--- config.mk ---
export PLATFORM = sky130hd
export DESIGN_NAME = pipe_hazard_ctrl_flat
export DESIGN_NICKNAME = d
export VERILOG_FILES = /design/src/rtl/pipe_hazard_ctrl_pkg.sv /design/src/rtl/pipe_hazard_ctrl_if.sv /design/src/rtl/pipe_hazard_ctrl_tracker.sv /design/src/rtl/pipe_hazard_ctrl.sv /design/src/flat_wrapper.sv
export SDC_FILE = /design/constraint.sdc
export NUM_CORES = 1
export LEC_CHECK = 0
export BUFFER_PORTS_ARGS = -buffer_cell sky130_fd_sc_hd__buf_2
export CAP_MARGIN = 15
export CORE_MARGIN = 5
export CORE_UTILIZATION = 25
export CTS_CLUSTER_SIZE = 24
export DETAILED_ROUTE_END_ITERATION = 8
export SLEW_MARGIN = 20
export SYNTH_ARGS = -nofsm -noshare
export SYNTH_HDL_FRONTEND = slang
export SYNTH_SLANG_ARGS = --single-unit
export TNS_END_PERCENT = 30
--- constraint.sdc ---
create_clock -name clk -period 2.3 [get_ports clk]
set_clock_uncertainty 0.1 [all_clocks]
set_input_delay 0.46 -clock clk [delete_from_list [all_inputs] [get_ports clk]]
set_output_delay 0.46 -clock clk [all_outputs]
set_load 0.05 [all_outputs]
--- src/rtl/pipe_hazard_ctrl_pkg.sv ---
// Shared types and defaults for the pipeline hazard controller.
package pipe_hazard_ctrl_pkg;

  localparam int unsigned NSTAGE_DEF    = 7;
  localparam int unsigned PC_W_DEF      = 32;
  localparam int unsigned MAX_OUTST_DEF = 4;
  localparam int unsigned CNT_W_DEF     = 32;

  typedef enum logic [2:0] {
    STG_IF1  = 3'd0,
    STG_IF2  = 3'd1,
    STG_ID   = 3'd2,
    STG_EX   = 3'd3,
    STG_MEM1 = 3'd4,
    STG_MEM2 = 3'd5,
    STG_WB   = 3'd6
  } stage_e;

  typedef struct packed {
    logic                valid;
    logic                self;
    logic [PC_W_DEF-1:0] pc;
  } redir_req_t;

  typedef struct packed {
    logic [CNT_W_DEF-1:0] stall_cycles;
    logic [CNT_W_DEF-1:0] redir_count;
  } perf_cnt_t;

  function automatic int unsigned cnt_bits(input int unsigned max_val);
    return (max_val < 1) ? 1 : $clog2(max_val + 1);
  endfunction

endpackage

--- src/rtl/pipe_hazard_ctrl_if.sv ---
// Redirect request bus plus fetch-side handshake between pipeline and hazard controller.
interface pipe_hazard_ctrl_if
  import pipe_hazard_ctrl_pkg::*;
#(
  parameter int unsigned NSTAGE = NSTAGE_DEF,
  parameter int unsigned PC_W   = PC_W_DEF
);
  logic [NSTAGE-1:0]      redir_valid;
  logic [NSTAGE-1:0]      redir_self;
  logic [NSTAGE*PC_W-1:0] redir_pc;
  logic [NSTAGE-1:0]      redir_ack;
  logic                   pc_wr_valid;
  logic [PC_W-1:0]        pc_wr_target;
  logic                   fetch_issue;
  logic                   fetch_resp;
  logic                   fetch_full;
  logic                   resp_drop;

  modport master (
    output redir_valid, redir_self, redir_pc, fetch_issue, fetch_resp,
    input  redir_ack, pc_wr_valid, pc_wr_target, fetch_full, resp_drop
  );

  modport slave (
    input  redir_valid, redir_self, redir_pc, fetch_issue, fetch_resp,
    output redir_ack, pc_wr_valid, pc_wr_target, fetch_full, resp_drop
  );
endinterface

--- src/rtl/pipe_hazard_ctrl_tracker.sv ---
// Counts in-flight icache requests and marks responses that predate the latest redirect as stale.
module fetch_inflight_tracker
  import pipe_hazard_ctrl_pkg::*;
#(
  parameter int unsigned MAX_OUTST = MAX_OUTST_DEF
) (
  input  logic clk,
  input  logic rst_n,
  input  logic fetch_issue,
  input  logic fetch_resp,
  input  logic accept,
  output logic fetch_full,
  output logic resp_drop
);
  localparam int unsigned OW = cnt_bits(MAX_OUTST);
  localparam logic [OW-1:0] MAX_V = OW'(MAX_OUTST);

  logic [OW-1:0] outst;
  logic [OW-1:0] outst_next;
  logic [OW-1:0] drop_cnt;

  always_comb begin
    outst_next = outst;
    if (fetch_issue && !fetch_resp) outst_next = outst + 1'b1;
    else if (!fetch_issue && fetch_resp) outst_next = outst - 1'b1;
  end

  // A response in the same cycle frees a slot, so fetch may issue alongside it.
  assign fetch_full = (outst == MAX_V) && !fetch_resp;
  assign resp_drop  = fetch_resp && (drop_cnt != '0);

  // On redirect everything still in flight after this cycle is stale; this
  // also reloads a count left over from an earlier redirect.
  always_ff @(posedge clk or negedge rst_n) begin
    if (!rst_n) begin
      outst    <= '0;
      drop_cnt <= '0;
    end else begin
      outst <= outst_next;
      if (accept) drop_cnt <= outst_next;
      else if (resp_drop) drop_cnt <= drop_cnt - 1'b1;
    end
  end

  always_ff @(posedge clk) begin
    if (rst_n) begin
      assert (!(fetch_issue && fetch_full))
        else $error("fetch issued while tracker full");
      assert (!(fetch_resp && !fetch_issue && outst == '0))
        else $error("fetch response with nothing outstanding");
    end
  end

endmodule

--- src/rtl/pipe_hazard_ctrl.sv ---
// Stall/flush/redirect controller for an in-order pipeline; oldest eligible redirect wins.
module pipe_hazard_ctrl
  import pipe_hazard_ctrl_pkg::*;
#(
  parameter int unsigned NSTAGE    = NSTAGE_DEF,
  parameter int unsigned PC_W      = PC_W_DEF,
  parameter int unsigned MAX_OUTST = MAX_OUTST_DEF,
  parameter int unsigned CNT_W     = CNT_W_DEF
) (
  input  logic              clk,
  input  logic              rst_n,
  input  logic [NSTAGE-1:0] stall_req,
  output logic [NSTAGE-1:0] stall,
  output logic [NSTAGE-1:0] flush,
  output logic [NSTAGE-1:0] bubble,
  output logic [CNT_W-1:0]  stall_cycles,
  output logic [CNT_W-1:0]  redir_count,
  pipe_hazard_ctrl_if.slave hz
);
  localparam int unsigned KW = (NSTAGE > 1) ? $clog2(NSTAGE) : 1;

  logic [NSTAGE-1:0] eligible;
  logic [NSTAGE-1:0] ack;
  logic              accept;
  logic [KW-1:0]     win;
  logic [PC_W-1:0]   win_pc;
  logic              pc_wr_valid_q;
  logic [PC_W-1:0]   pc_wr_target_q;

  // A stall holds its own stage and everything younger behind it.
  always_comb begin
    logic acc;
    int unsigned idx;
    acc   = 1'b0;
    stall = '0;
    for (int unsigned n = 0; n < NSTAGE; n++) begin
      idx        = NSTAGE - 1 - n;
      acc        = acc | stall_req[idx];
      stall[idx] = acc;
    end
  end

  // Stalled requesters are not eligible; they keep requesting until released.
  assign eligible = hz.redir_valid & ~stall;

  always_comb begin
    accept = 1'b0;
    win    = '0;
    win_pc = '0;
    for (int unsigned k = 0; k < NSTAGE; k++) begin
      if (eligible[k]) begin
        accept = 1'b1;
        win    = KW'(k);
        win_pc = hz.redir_pc[k*PC_W +: PC_W];
      end
    end
  end

  always_comb begin
    ack   = '0;
    flush = '0;
    for (int unsigned k = 0; k < NSTAGE; k++) begin
      ack[k]   = accept && (win == KW'(k));
      flush[k] = accept && ((KW'(k) < win) || ((win == KW'(k)) && hz.redir_self[k]));
    end
    // The cycle the new PC is written, whatever fetch issued last cycle is dead.
    flush[0] = flush[0] | pc_wr_valid_q;
  end

  always_comb begin
    bubble = '0;
    for (int unsigned k = 1; k < NSTAGE; k++) begin
      bubble[k] = stall[k-1] && !stall[k] && !flush[k];
    end
  end

  always_ff @(posedge clk or negedge rst_n) begin
    if (!rst_n) begin
      pc_wr_valid_q  <= 1'b0;
      pc_wr_target_q <= '0;
      stall_cycles   <= '0;
      redir_count    <= '0;
    end else begin
      pc_wr_valid_q <= accept;
      if (accept) begin
        pc_wr_target_q <= win_pc;
        redir_count    <= redir_count + 1'b1;
      end
      if (stall[0] && !flush[0]) stall_cycles <= stall_cycles + 1'b1;
    end
  end

  assign hz.redir_ack    = ack;
  assign hz.pc_wr_valid  = pc_wr_valid_q;
  assign hz.pc_wr_target = pc_wr_target_q;

  fetch_inflight_tracker #(
    .MAX_OUTST (MAX_OUTST)
  ) u_tracker (
    .clk         (clk),
    .rst_n       (rst_n),
    .fetch_issue (hz.fetch_issue),
    .fetch_resp  (hz.fetch_resp),
    .accept      (accept),
    .fetch_full  (hz.fetch_full),
    .resp_drop   (hz.resp_drop)
  );

endmodule

--- src/flat_wrapper.sv ---
// flat-port wrapper written by rule: the top's interface ports become plain ports
module pipe_hazard_ctrl_flat import pipe_hazard_ctrl_pkg::*;
#(
  parameter int unsigned NSTAGE    = NSTAGE_DEF,
  parameter int unsigned PC_W      = PC_W_DEF,
  parameter int unsigned MAX_OUTST = MAX_OUTST_DEF,
  parameter int unsigned CNT_W     = CNT_W_DEF
)
  (clk, rst_n, stall_req, stall, flush, bubble, stall_cycles, redir_count, hz_redir_valid, hz_redir_self, hz_redir_pc, hz_fetch_issue, hz_fetch_resp, hz_redir_ack, hz_pc_wr_valid, hz_pc_wr_target, hz_fetch_full, hz_resp_drop);
  pipe_hazard_ctrl_if #(.NSTAGE(NSTAGE), .PC_W(PC_W)) hz_i ();
  input  logic clk;
  input  logic rst_n;
  input  logic [NSTAGE-1:0] stall_req;
  output logic [NSTAGE-1:0] stall;
  output logic [NSTAGE-1:0] flush;
  output logic [NSTAGE-1:0] bubble;
  output logic [CNT_W-1:0] stall_cycles;
  output logic [CNT_W-1:0] redir_count;
  input wire logic [$bits(hz_i.redir_valid)-1:0] hz_redir_valid;
  input wire logic [$bits(hz_i.redir_self)-1:0] hz_redir_self;
  input wire logic [$bits(hz_i.redir_pc)-1:0] hz_redir_pc;
  input wire logic [$bits(hz_i.fetch_issue)-1:0] hz_fetch_issue;
  input wire logic [$bits(hz_i.fetch_resp)-1:0] hz_fetch_resp;
  output wire logic [$bits(hz_i.redir_ack)-1:0] hz_redir_ack;
  output wire logic [$bits(hz_i.pc_wr_valid)-1:0] hz_pc_wr_valid;
  output wire logic [$bits(hz_i.pc_wr_target)-1:0] hz_pc_wr_target;
  output wire logic [$bits(hz_i.fetch_full)-1:0] hz_fetch_full;
  output wire logic [$bits(hz_i.resp_drop)-1:0] hz_resp_drop;
  assign hz_i.redir_valid = hz_redir_valid;
  assign hz_i.redir_self = hz_redir_self;
  assign hz_i.redir_pc = hz_redir_pc;
  assign hz_i.fetch_issue = hz_fetch_issue;
  assign hz_i.fetch_resp = hz_fetch_resp;
  assign hz_redir_ack = hz_i.redir_ack;
  assign hz_pc_wr_valid = hz_i.pc_wr_valid;
  assign hz_pc_wr_target = hz_i.pc_wr_target;
  assign hz_fetch_full = hz_i.fetch_full;
  assign hz_resp_drop = hz_i.resp_drop;
  pipe_hazard_ctrl #(.NSTAGE(NSTAGE), .PC_W(PC_W), .MAX_OUTST(MAX_OUTST), .CNT_W(CNT_W)) u_core (.clk(clk), .rst_n(rst_n), .stall_req(stall_req), .stall(stall), .flush(flush), .bubble(bubble), .stall_cycles(stall_cycles), .redir_count(redir_count), .hz(hz_i));
endmodule
==> impl_metrics.py, run 1 <==
metrics = {
    "setup_path": {
        "critPathLaunchType": "primary input",
        "critPathCaptureType": "primary output",
        "critPathMaxStageDelay_ps": 540,
        "critPathKind": "primary input to primary output",
        "timing.critical_path.required_ps": 1740,
        "crit_slowest_cell": "or4b_4",
        "cp.arrival_ps": 1960,
        "path_max_fanout": 6,
        "cp_cell_sequence": "buf_6, or4b_4, o211ai_1, a21oi_4, o21ai_4, and3_4, buf_8",
    },
    "synthesis": {
        "yosysWarnings": 0,
        "async_flop_share": 1.00,
        "synth_top_flop_cell": "dfrtp_1",
        "synth_edf_count": 0,
        "synthTopCellsByArea": "dfrtp_1 (40%), xnor2_1 (7.4%), o22ai_1 (6.1%)",
        "syn-num-nets": 958,
        "syn_avg_cell_area_um2": 9.26,
        "synthCells": 702,
        "synth_largest_area_cell": "dfrtp_1",
        "synth.ff_latch_count": 103,
        "ys_seq_area_frac": 0.396,
        "synth_top_area_frac": 0.396,
        "ys_types": 54,
        "netlist_area_um2": 6500,
    },
    "place": {
        "gp_congestion": 0.919,
        "dp_cells": 1430,
        "dpl.hpwl_um": 23000,
        "io_buffers": 374,
        "placed_area_um2": 9430,
    },
    "clock_network": {
        "cts_sinks": 103,
        "clk_pin_slew_ps": 90,
        "cts_inserted_buffers": 9,
        "ctsHtreeMaxLevel": 3,
        "root_buffer": "clkbuf_16",
        "cts_tree": "yes",
        "cts_max_path_buffers": 2,
        "clkLatencyLatePin_ps": 340,
    },
    "sta": {
        "setup_viol": 12,
        "rsz0062_at_grt": "yes",
        "relSlewSlack": 0.655,
        "fmax_mhz": 396,
        "post-route-period-util": 1.10,
        "worst_slew_pin_slew_ps": 518,
        "fin_crit_ps": 2520,
        "hold_viol": 0,
        "finalWorstSetupSlack_ps": -224,
        "drv_slew": 0,
    },
    "grt": {
        "grt_pass1_vias": 7353,
        "antenna_found_initial": 1,
        "grt_pass1_wl_um": 43000,
        "gr-usage-all-layers": 0.190,
        "grt_max_degree": 64,
        "grt-ovfl-total": 0,
    },
    "finish": {
        "postLayoutCellArea_um2": 10000,
        "layout_commonest_cell": "buf_2",
        "stdcell_count": 1456,
        "area.growth.synth_to_final_pct": 53.9,
        "layout.nets": 1370,
        "final_core_util": 0.388,
        "final_layout_size_suffix_gt1_frac": 0.466,
        "most-common-layout-cells": "buf_2 (353), dfrtp_1 (103), buf_4 (68)",
    },
    "die": {
        "die_w_um": 171,
        "die_h_um": 171,
        "die-area_um2": 29300,
        "initial_core_util": 0.252,
        "placementRows": 59,
        "io_pins": 376,
        "coreArea_um2": 25800,
    },
    "pwr": {
        "swShare": 0.424,
        "p_sw_uw": 2760,
        "p_int_uw": 3740,
        "power.leakage_uw": 0.00469,
        "vdd_drop_max_mv": 0.812,
        "p_clk_frac": 0.239,
        "pwr-share-comb": 0.402,
        "sequentialPowerShare": 0.359,
        "total_power_uw": 6500,
        "power.density_nw_per_um2": 649,
    },
    "drt": {
        "viasPerCell": 5.07,
        "ant_nets": 0,
        "firstDrtPassIters": 6,
        "route.detailed.drc": 0,
        "wirelength_um": 29200,
        "routedWlPerCell_um": 20.1,
        "drt_iter0_drc": 545,
        "num_vias": 7378,
    },
    "job": {
        "cap_viol_max_count": 0,
    },
    "run_status": {
        "violations": "negative setup slack",
        "outcome": "complete, but fails checks",
    },
    "worst_hold_path": {
        "hold_path_class": "primary input to flip-flop",
    },
}
==> Yosys cell counts, types with 4 or more instances <==
| cell | n |
|---|---|
| dfrtp_1 | 103 |
| nand2_1 | 67 |
| o22ai_1 | 63 |
| xnor2_1 | 55 |
| a31oi_1 | 35 |
| o22a_1 | 33 |
| a22oi_1 | 32 |
| a211o_1 | 31 |
| clkbuf_1 | 31 |
| o21a_1 | 31 |
| nand4_1 | 28 |
| nand3_1 | 25 |
| and3_1 | 23 |
| buf_2 | 21 |
| nor2_1 | 21 |
| inv_1 | 11 |
| xor2_1 | 11 |
| nor3_1 | 8 |
| ha_1 | 7 |
| o21ai_0 | 6 |
| nand2b_1 | 5 |
| a21oi_1 | 4 |
| and4_1 | 4 |
==> logic make-up (layout without fill, tap and decap cells) <==
group / Yosys count / in the layout / share of synthesized area
DFF: 103 / 103 / 0.396
AOI/OAI and AO/OA: 247 / 247 / 0.281
adders and majority gates: 7 / 7 / 0.0135
xor gates and xnor gates: 66 / 66 / 0.0889
buffers and inverters: 74 / 491 / 0.0502
other: 1 / 3 / 0.000577
and+or+nand+nor: 201 / 201 / 0.164
muxes: 3 / 3 / 0.00519
==> area by class of cell <==
type                    count  area (µm²)
diodes                      2        5.00
clock buffers               9         225
clock inverters             7        66.3
fillers                  2669       15800
inverters                  15        61.3
multi-input cells         525        3810
flip-flops and latches    103        2580
well taps                 335         419
repair buffers            460        2840
==> metrics by stage <==
stage | setup TNS (ps) | hold WS, ps | setup slack, ps
6_report | -1790 | 257 | -224
2_1_floorplan | -1010 | 64.4 | -154
3_3_place_gp | -21020 | 343 | -339
5_1_grt | -2770 | 257 | -292
3_5_place_dp | -27460 | 336 | -383
4_1_cts | -1760 | 237 | -218
==> layer usage <==
layer,vias up,share of wire,wire length [µm],track usage
met5,-,0,0,0
met4,0,0.020,571,0.0517
met3,39,0.077,2250,0.0345
met2,320,0.47,13800,0.308
met1,3524,0.43,12600,0.261
li1,3495,-,-,-
==> what timing repair did <==
item                                   CTS  global route
cloned                                   0             0
hold buffers                             1             0
endpoints found under the hold margin   28             0
resized for setup                       46            16
setup endpoints to repair               16            20
pin swaps                               14            10
buffers inserted                         6             3
==> flip-flops by register name (all words and copies together) (netlist names) <==
signal and cells:
u_core.hz.pc_wr_target 32, u_core.hz.pc_wr_valid 1, u_core.redir_count 32, u_core.stall_cycles 32
u_core.u_tracker.drop_cnt 3, u_core.u_tracker.outst 3
==> power groups by stage <==
stage / sequential (µW) / clock (µW) / combinational [µW]
after global placement: 2360 / 0 / 2550
final: 2330 / 1550 / 2610
after floorplan: 3110 / 0 / 893
after global routing: 2370 / 1700 / 2790
after detailed placement: 2360 / 0 / 2580
after CTS: 2330 / 1630 / 2620
==> critical path: cells and delay by family <==
| kind | cells | cell delay [ps] |
|---|---|---|
| AO/OA/AOI/OAI | 3 | 510 |
| buffers and inverters | 2 | 230 |
| AND/OR/NAND/NOR | 2 | 740 |
==> worst paths after layout <==
kind                                    startpoint                         end  slack (ps)  depth (start not counted)
setup reg to reg             u_core.redir_count[5]      u_core.redir_count[26]         320                          6
hold reg to reg            u_core.stall_cycles[31]     u_core.stall_cycles[31]         370                          1
min in group asynchronous                    rst_n  u_core.hz.pc_wr_target[10]         500                          2
max in group asynchronous                    rst_n      u_core.stall_cycles[4]        1020                          3
hold / removal                    hz_redir_pc[144]  u_core.hz.pc_wr_target[16]         260                          3
setup / recovery                      stall_req[5]                   bubble[2]        -220                          7
Note: power is estimated with default switching activity, not from simulation.
==> inputs of run 2 (changes only) <==
--- a/config.mk
+++ b/config.mk
@@ -7,10 +7,12 @@
 export LEC_CHECK = 0
 export BUFFER_PORTS_ARGS = -buffer_cell sky130_fd_sc_hd__buf_2
 export CAP_MARGIN = 15
-export CORE_MARGIN = 5
-export CORE_UTILIZATION = 25
+export CORE_AREA = 5 5 144 146
+export CTS_CLUSTER_DIAMETER = 30
 export CTS_CLUSTER_SIZE = 24
 export DETAILED_ROUTE_END_ITERATION = 8
+export DIE_AREA = 0 0 149 151
+export PLACE_DENSITY = 0.67
 export SLEW_MARGIN = 20
 export SYNTH_ARGS = -nofsm -noshare
 export SYNTH_HDL_FRONTEND = slang
==> run 2 against run 1 <==
The run still ends with negative setup slack left. Critical path type unchanged. Combinational power hardly changed. Critical path depth up 2. Largest cell class unchanged. Utilization rose by 12 points. Sequential power about the same. Sequential share of layout area grew 0.51 points. Count of clock-buffer cells in the layout stayed put. Die area fell by 23%. Cell area is 1.9% lower. Fmax up 3.9%. Routed wire length decreased by 4.0%. Highest routed layer unchanged.
==> impl_metrics.py, run 2 (synthesis results as in run 1) <==
metrics = {
    "job": {
        "cap_viol_max_count": 0,
    },
    "finish": {
        "final_layout_size_suffix_gt1_frac": 0.464,
        "multi_input_area_um2": 3810,
        "most-common-layout-cells": "buf_2 (354), dfrtp_1 (103), buf_4 (69)",
        "area.growth.synth_to_final_pct": 51.0,
        "ff_latch_area_um2": 2580,
        "layout_commonest_cell": "buf_2",
        "stdcell_count": 1379,
        "layout.nets": 1364,
        "n_fill_cell": 1844,
    },
    "grt": {
        "grt_max_degree": 40,
        "gr-usage-all-layers": 0.240,
        "grt_pass1_wl_um": 41700,
        "grt_pass1_vias": 7397,
        "antenna_found_initial": 2,
        "grt-ovfl-total": 0,
    },
    "drt": {
        "wirelength_um": 28000,
        "firstDrtPassIters": 4,
        "drt_iter0_drc": 513,
        "routedWlPerCell_um": 20.3,
        "route.detailed.drc": 0,
        "ant_nets": 0,
        "viasPerCell": 5.37,
        "num_vias": 7399,
    },
    "clock_network": {
        "ctsHtreeMaxLevel": 3,
        "cts_inserted_buffers": 9,
        "cts_tree": "yes",
        "cts_max_path_buffers": 2,
        "clk_pin_slew_ps": 80,
        "cts_sinks": 103,
        "root_buffer": "clkbuf_16",
        "clkLatencyLatePin_ps": 350,
    },
    "sta": {
        "drv_slew": 0,
        "fmax_mhz": 412,
        "fin_crit_ps": 2430,
        "worst_slew_pin_slew_ps": 533,
        "tns_ps": -954,
        "finalWorstSetupSlack_ps": -129,
        "whs_ps": 258,
        "post-route-period-util": 1.06,
        "relSlewSlack": 0.645,
        "setup_viol": 11,
        "hold_viol": 0,
        "rsz0062_at_grt": "yes",
    },
    "pwr": {
        "power.density_nw_per_um2": 657,
        "p_clk_frac": 0.233,
        "p_int_uw": 3700,
        "swShare": 0.426,
        "pwr-share-comb": 0.403,
        "sequentialPowerShare": 0.364,
        "p_sw_uw": 2740,
        "vdd_drop_max_mv": 0.396,
        "power.leakage_uw": 0.00463,
    },
    "setup_path": {
        "timing.critical_path.required_ps": 1740,
        "reg2reg_depth": 6,
        "critPathCaptureType": "primary output",
        "critPathLaunchType": "primary input",
        "reg2reg_from": "u_core.stall_cycles[0]",
        "crit_end": "bubble[1]",
        "r2r-end": "u_core.stall_cycles[22]",
        "critPathKind": "primary input to primary output",
        "path_max_fanout": 3,
        "crit_start": "stall_req[3]",
        "cp.arrival_ps": 1870,
        "reg2reg_slack_ps": 330,
    },
    "place": {
        "dpl_worst_slack_ps": -276,
        "gp_congestion": 0.948,
        "dp_cells": 1360,
        "io_buffers": 374,
        "dpl.hpwl_um": 21700,
    },
    "run_status": {
        "outcome": "complete, but fails checks",
        "violations": "negative setup slack",
    },
    "die": {
        "die_h_um": 151,
        "coreArea_um2": 19300,
        "die-area_um2": 22500,
        "io_pins": 376,
        "initial_core_util": 0.337,
        "placementRows": 51,
        "die_w_um": 149,
    },
    "worst_hold_path": {
        "hold_path_class": "primary input to flip-flop",
    },
}
## run 2: cell types whose count changed in the layout (fill, tap and decap cells not counted), moves of 2 or more
cell,previous run,this run
buf_6,15,10
buf_12,13,10
buf_8,7,9
clkbuf_4,3,1
clkinv_4,1,3
inv_6,3,1
nor2_4,1,3
## run 2: area by class of cell
cell class / count / share of cell area
multi-input combinational: 525 / 0.388
sequential: 103 / 0.262
timing repair buffer: 454 / 0.281
antenna: 2 / 0.000510
clock inverter: 6 / 0.00548
tap: 265 / 0.0338
inverter: 15 / 0.00599
clock buffer: 9 / 0.0229
## run 2: timing repair
item | CTS | global route
hold endpoints to repair | 19 | 0
pin swaps | 13 | 6
setup endpoints to repair | 16 | 15
hold buffers | 1 | 0
setup buffers | 1 | 0
gates resized for setup | 51 | 12
## run 2: worst min path at each step
stage	from	endpoint	slack [ps]	depth (start not counted)
finish	hz_redir_pc[150]	u_core.hz.pc_wr_target[22]	260	3
global route	hz_redir_pc[136]	u_core.hz.pc_wr_target[8]	260	3
CTS	hz_redir_pc[150]	u_core.hz.pc_wr_target[22]	240	3
detailed placement	u_core.redir_count[31]	u_core.redir_count[31]	360	1
global placement	u_core.redir_count[31]	u_core.redir_count[31]	360	1
floorplan	rst_n	u_core.hz.pc_wr_target[0]	60	0
## run 2: through the flow
stage | instance area, µm² | util | total power [µW]
6_report | 9820 | 0.510 | 6450
5_1_grt | 9820 | 0.510 | 6780
4_1_cts | 9780 | 0.507 | 6500
3_5_place_dp | 9310 | 0.483 | 4950
3_3_place_gp | 9310 | 0.483 | 4890
2_1_floorplan | 6640 | - | 4000
## run 2: routing by layer
metal,global-route usage,vias up,part of all wire
met4,0.0769,0,0.024
met3,0.0491,41,0.079
met2,0.403,333,0.49
li1,-,3471,-
met5,0,-,0
met1,0.311,3554,0.41
## run 2: power by group through the flow
stage               registers, µW  logic [µW]  clock network [µW]
finish                       2350        2600                1500
global route                 2390        2780                1620
CTS                          2350        2610                1550
detailed placement           2380        2570                   0
global placement             2370        2520                   0
floorplan                    3110         893                   0
## run 2: worst max-delay path: stages
cell	delay, ps
buf_8	100
nor4_4	340
buf_4	190
inv_4	40
a221oi_4	270
o31ai_2	130
nand2_2	140
nor2_4	60
buf_8	140
==> inputs of run 3 (changes only) <==
--- a/config.mk
+++ b/config.mk
@@ -5,14 +5,13 @@
 export SDC_FILE = /design/constraint.sdc
 export NUM_CORES = 1
 export LEC_CHECK = 0
-export BUFFER_PORTS_ARGS = -buffer_cell sky130_fd_sc_hd__buf_2
 export CAP_MARGIN = 15
 export CORE_AREA = 5 5 144 146
 export CTS_CLUSTER_DIAMETER = 30
 export CTS_CLUSTER_SIZE = 24
 export DETAILED_ROUTE_END_ITERATION = 8
 export DIE_AREA = 0 0 149 151
-export PLACE_DENSITY = 0.67
+export DONT_BUFFER_PORTS = 1
 export SLEW_MARGIN = 20
 export SYNTH_ARGS = -nofsm -noshare
 export SYNTH_HDL_FRONTEND = slang
==> run 3 against run 2 <==
Setup slack better by 34 ps. Combinational power down 28%. First-iteration DRC count down 9.7%. The flow finishes with violations (negative hold slack, negative setup slack). Count of clock-buffer cells in the layout unchanged.
==> impl_metrics.py, run 3 (synthesis results as in run 1) <==
metrics = {
    "grt": {
        "grt-ovfl-total": 0,
        "antenna_found_initial": 1,
        "gr-usage-all-layers": 0.215,
        "grt_pass1_wl_um": 38000,
        "grt_pass1_vias": 6404,
        "grt_max_degree": 104,
    },
    "setup_path": {
        "critPathKind": "primary input to primary output",
        "critPathCaptureType": "primary output",
        "cp_cell_sequence": "or4b_4, o211ai_1, a21oi_4, buf_4, nor3_4, buf_12",
        "cp.buffers_inverters": 2,
        "timing.critical_path.required_ps": 1740,
        "critPathLaunchType": "primary input",
        "critPathMaxStageDelay_ps": 530,
        "cp.arrival_ps": 1830,
        "path_delay_family": "simple AND/OR/NAND/NOR gates",
        "path_max_fanout": 8,
        "crit_slowest_cell": "or4b_4",
    },
    "finish": {
        "layout.nets": 1032,
        "final_layout_size_suffix_gt1_frac": 0.236,
        "most-common-layout-cells": "buf_4 (103), dfrtp_1 (103), o22ai_1 (63)",
        "area.growth.synth_to_final_pct": 26.7,
        "stdcell_count": 1047,
    },
    "job": {
        "cap_viol_max_count": 0,
    },
    "place": {
        "dpl.hpwl_um": 19100,
        "dp_cells": 1028,
        "gp_congestion": 0.815,
        "io_buffers": 0,
    },
    "pwr": {
        "vdd_drop_max_mv": 0.763,
        "total_power_uw": 6210,
        "power.leakage_uw": 0.00327,
        "power.density_nw_per_um2": 754,
    },
    "worst_hold_path": {
        "hold_path_class": "primary input to async pin",
    },
    "clock_network": {
        "clk_pin_slew_ps": 80,
        "cts_inserted_buffers": 9,
        "clkLatencyLatePin_ps": 350,
        "root_buffer": "clkbuf_16",
        "cts_sinks": 103,
        "cts_tree": "yes",
        "ctsHtreeMaxLevel": 3,
        "cts_max_path_buffers": 2,
    },
    "drt": {
        "wirelength_um": 25000,
        "drt_iter0_drc": 463,
        "num_vias": 6308,
        "routedWlPerCell_um": 23.8,
        "firstDrtPassIters": 7,
        "ant_nets": 0,
        "route.detailed.drc": 0,
        "viasPerCell": 6.02,
    },
    "sta": {
        "relSlewSlack": 0.508,
        "fin_crit_ps": 2390,
        "whs_ps": -307,
        "hold_viol": 103,
        "drv_slew": 0,
        "fmax_mhz": 418,
        "worst_slew_pin_slew_ps": 734,
        "setup_viol": 9,
        "post-route-period-util": 1.04,
        "finalWorstSetupSlack_ps": -94.8,
        "rsz0062_at_grt": "yes",
    },
    "run_status": {
        "violations": "negative hold slack, negative setup slack",
        "outcome": "complete, but fails checks",
    },
    "die": {
        "die_h_um": 151,
        "initial_core_util": 0.337,
        "io_pins": 376,
        "die-area_um2": 22500,
        "coreArea_um2": 19300,
        "placementRows": 51,
        "die_w_um": 149,
    },
}
-- run 3: changes by cell type in the layout (fill, tap and decap cells not counted), sizes merged --
cell and delta:
bufinv +1, inv +1, buf -330, clkinv -1, diode -1, clkbuf -1
dlygate4sd3 -1
-- run 3: worst paths after layout --
kind | startpoint | to | slack [ps] | depth (start not counted)
hold / removal | rst_n | u_core.redir_count[20] | -310 | 0
hold reg to reg | u_core.u_tracker.outst[2] | u_core.u_tracker.outst[2] | 390 | 1
setup reg to reg | u_core.stall_cycles[0] | u_core.stall_cycles[28] | 370 | 6
setup / recovery | stall_req[5] | hz_redir_ack[2] | -90 | 6
max in group asynchronous | rst_n | u_core.hz.pc_wr_target[16] | 2220 | 0
min in group clk | hz_fetch_resp | u_core.u_tracker.outst[1] | 120 | 1
-- run 3: final cells by class --
| type | count | area [µm²] |
|---|---|---|
| inverter | 15 | 65.1 |
| fill | 1910 | 11000 |
| timing repair buffer | 122 | 1140 |
| tap | 265 | 332 |
| clock buffer | 9 | 225 |
| clock inverter | 7 | 95.1 |
| antenna | 1 | 2.50 |
| multi-input combinational | 525 | 3800 |
| sequential | 103 | 2580 |
-- run 3: layer usage --
metal / GRT usage / part of all wire / up-vias
met5: 0 / 0 / -
met4: 0.0503 / 0.011 / 0
met3: 0.0583 / 0.093 / 25
met2: 0.349 / 0.48 / 340
met1: 0.288 / 0.42 / 3136
li1: - / - / 2807
-- run 3: power by group --
group          internal, µW  leakage, µW  switching, µW
logic                   678      0.00177           1180
clock network           881     0.000157            796
registers              2080      0.00134            594
total                  3640      0.00327           2570
-- run 3: repair_timing --
action	CTS	global route
setup buffers	2	1
pin swaps	8	4
hold endpoints to repair	103	103
resized for setup	9	5
setup endpoints to repair	8	13
-- run 3: per-stage QoR --
step / TNS [ps] / utilization / hold WS (ps) / setup slack [ps] / instance area [µm²]
6_report: -503 / 0.427 / -307 / -94.8 / 8240
4_1_cts: -419 / 0.426 / -327 / -84.6 / 8210
5_1_grt: -1210 / 0.427 / -327 / -173 / 8240
2_1_floorplan: -1010 / - / 64.4 / -154 / 6640
3_5_place_dp: -323 / 0.406 / 67.0 / -127 / 7830
3_3_place_gp: -159 / 0.406 / 67.1 / -84.1 / 7830
-- run 3: worst register-to-register path, stage by stage (launching register included) --
cell	delay [ps]
dfrtp_1	380
ha_1	180
and3_1	200
o2111a_1	200
and4bb_2	450
nand4_1	170
xnor2_1	150
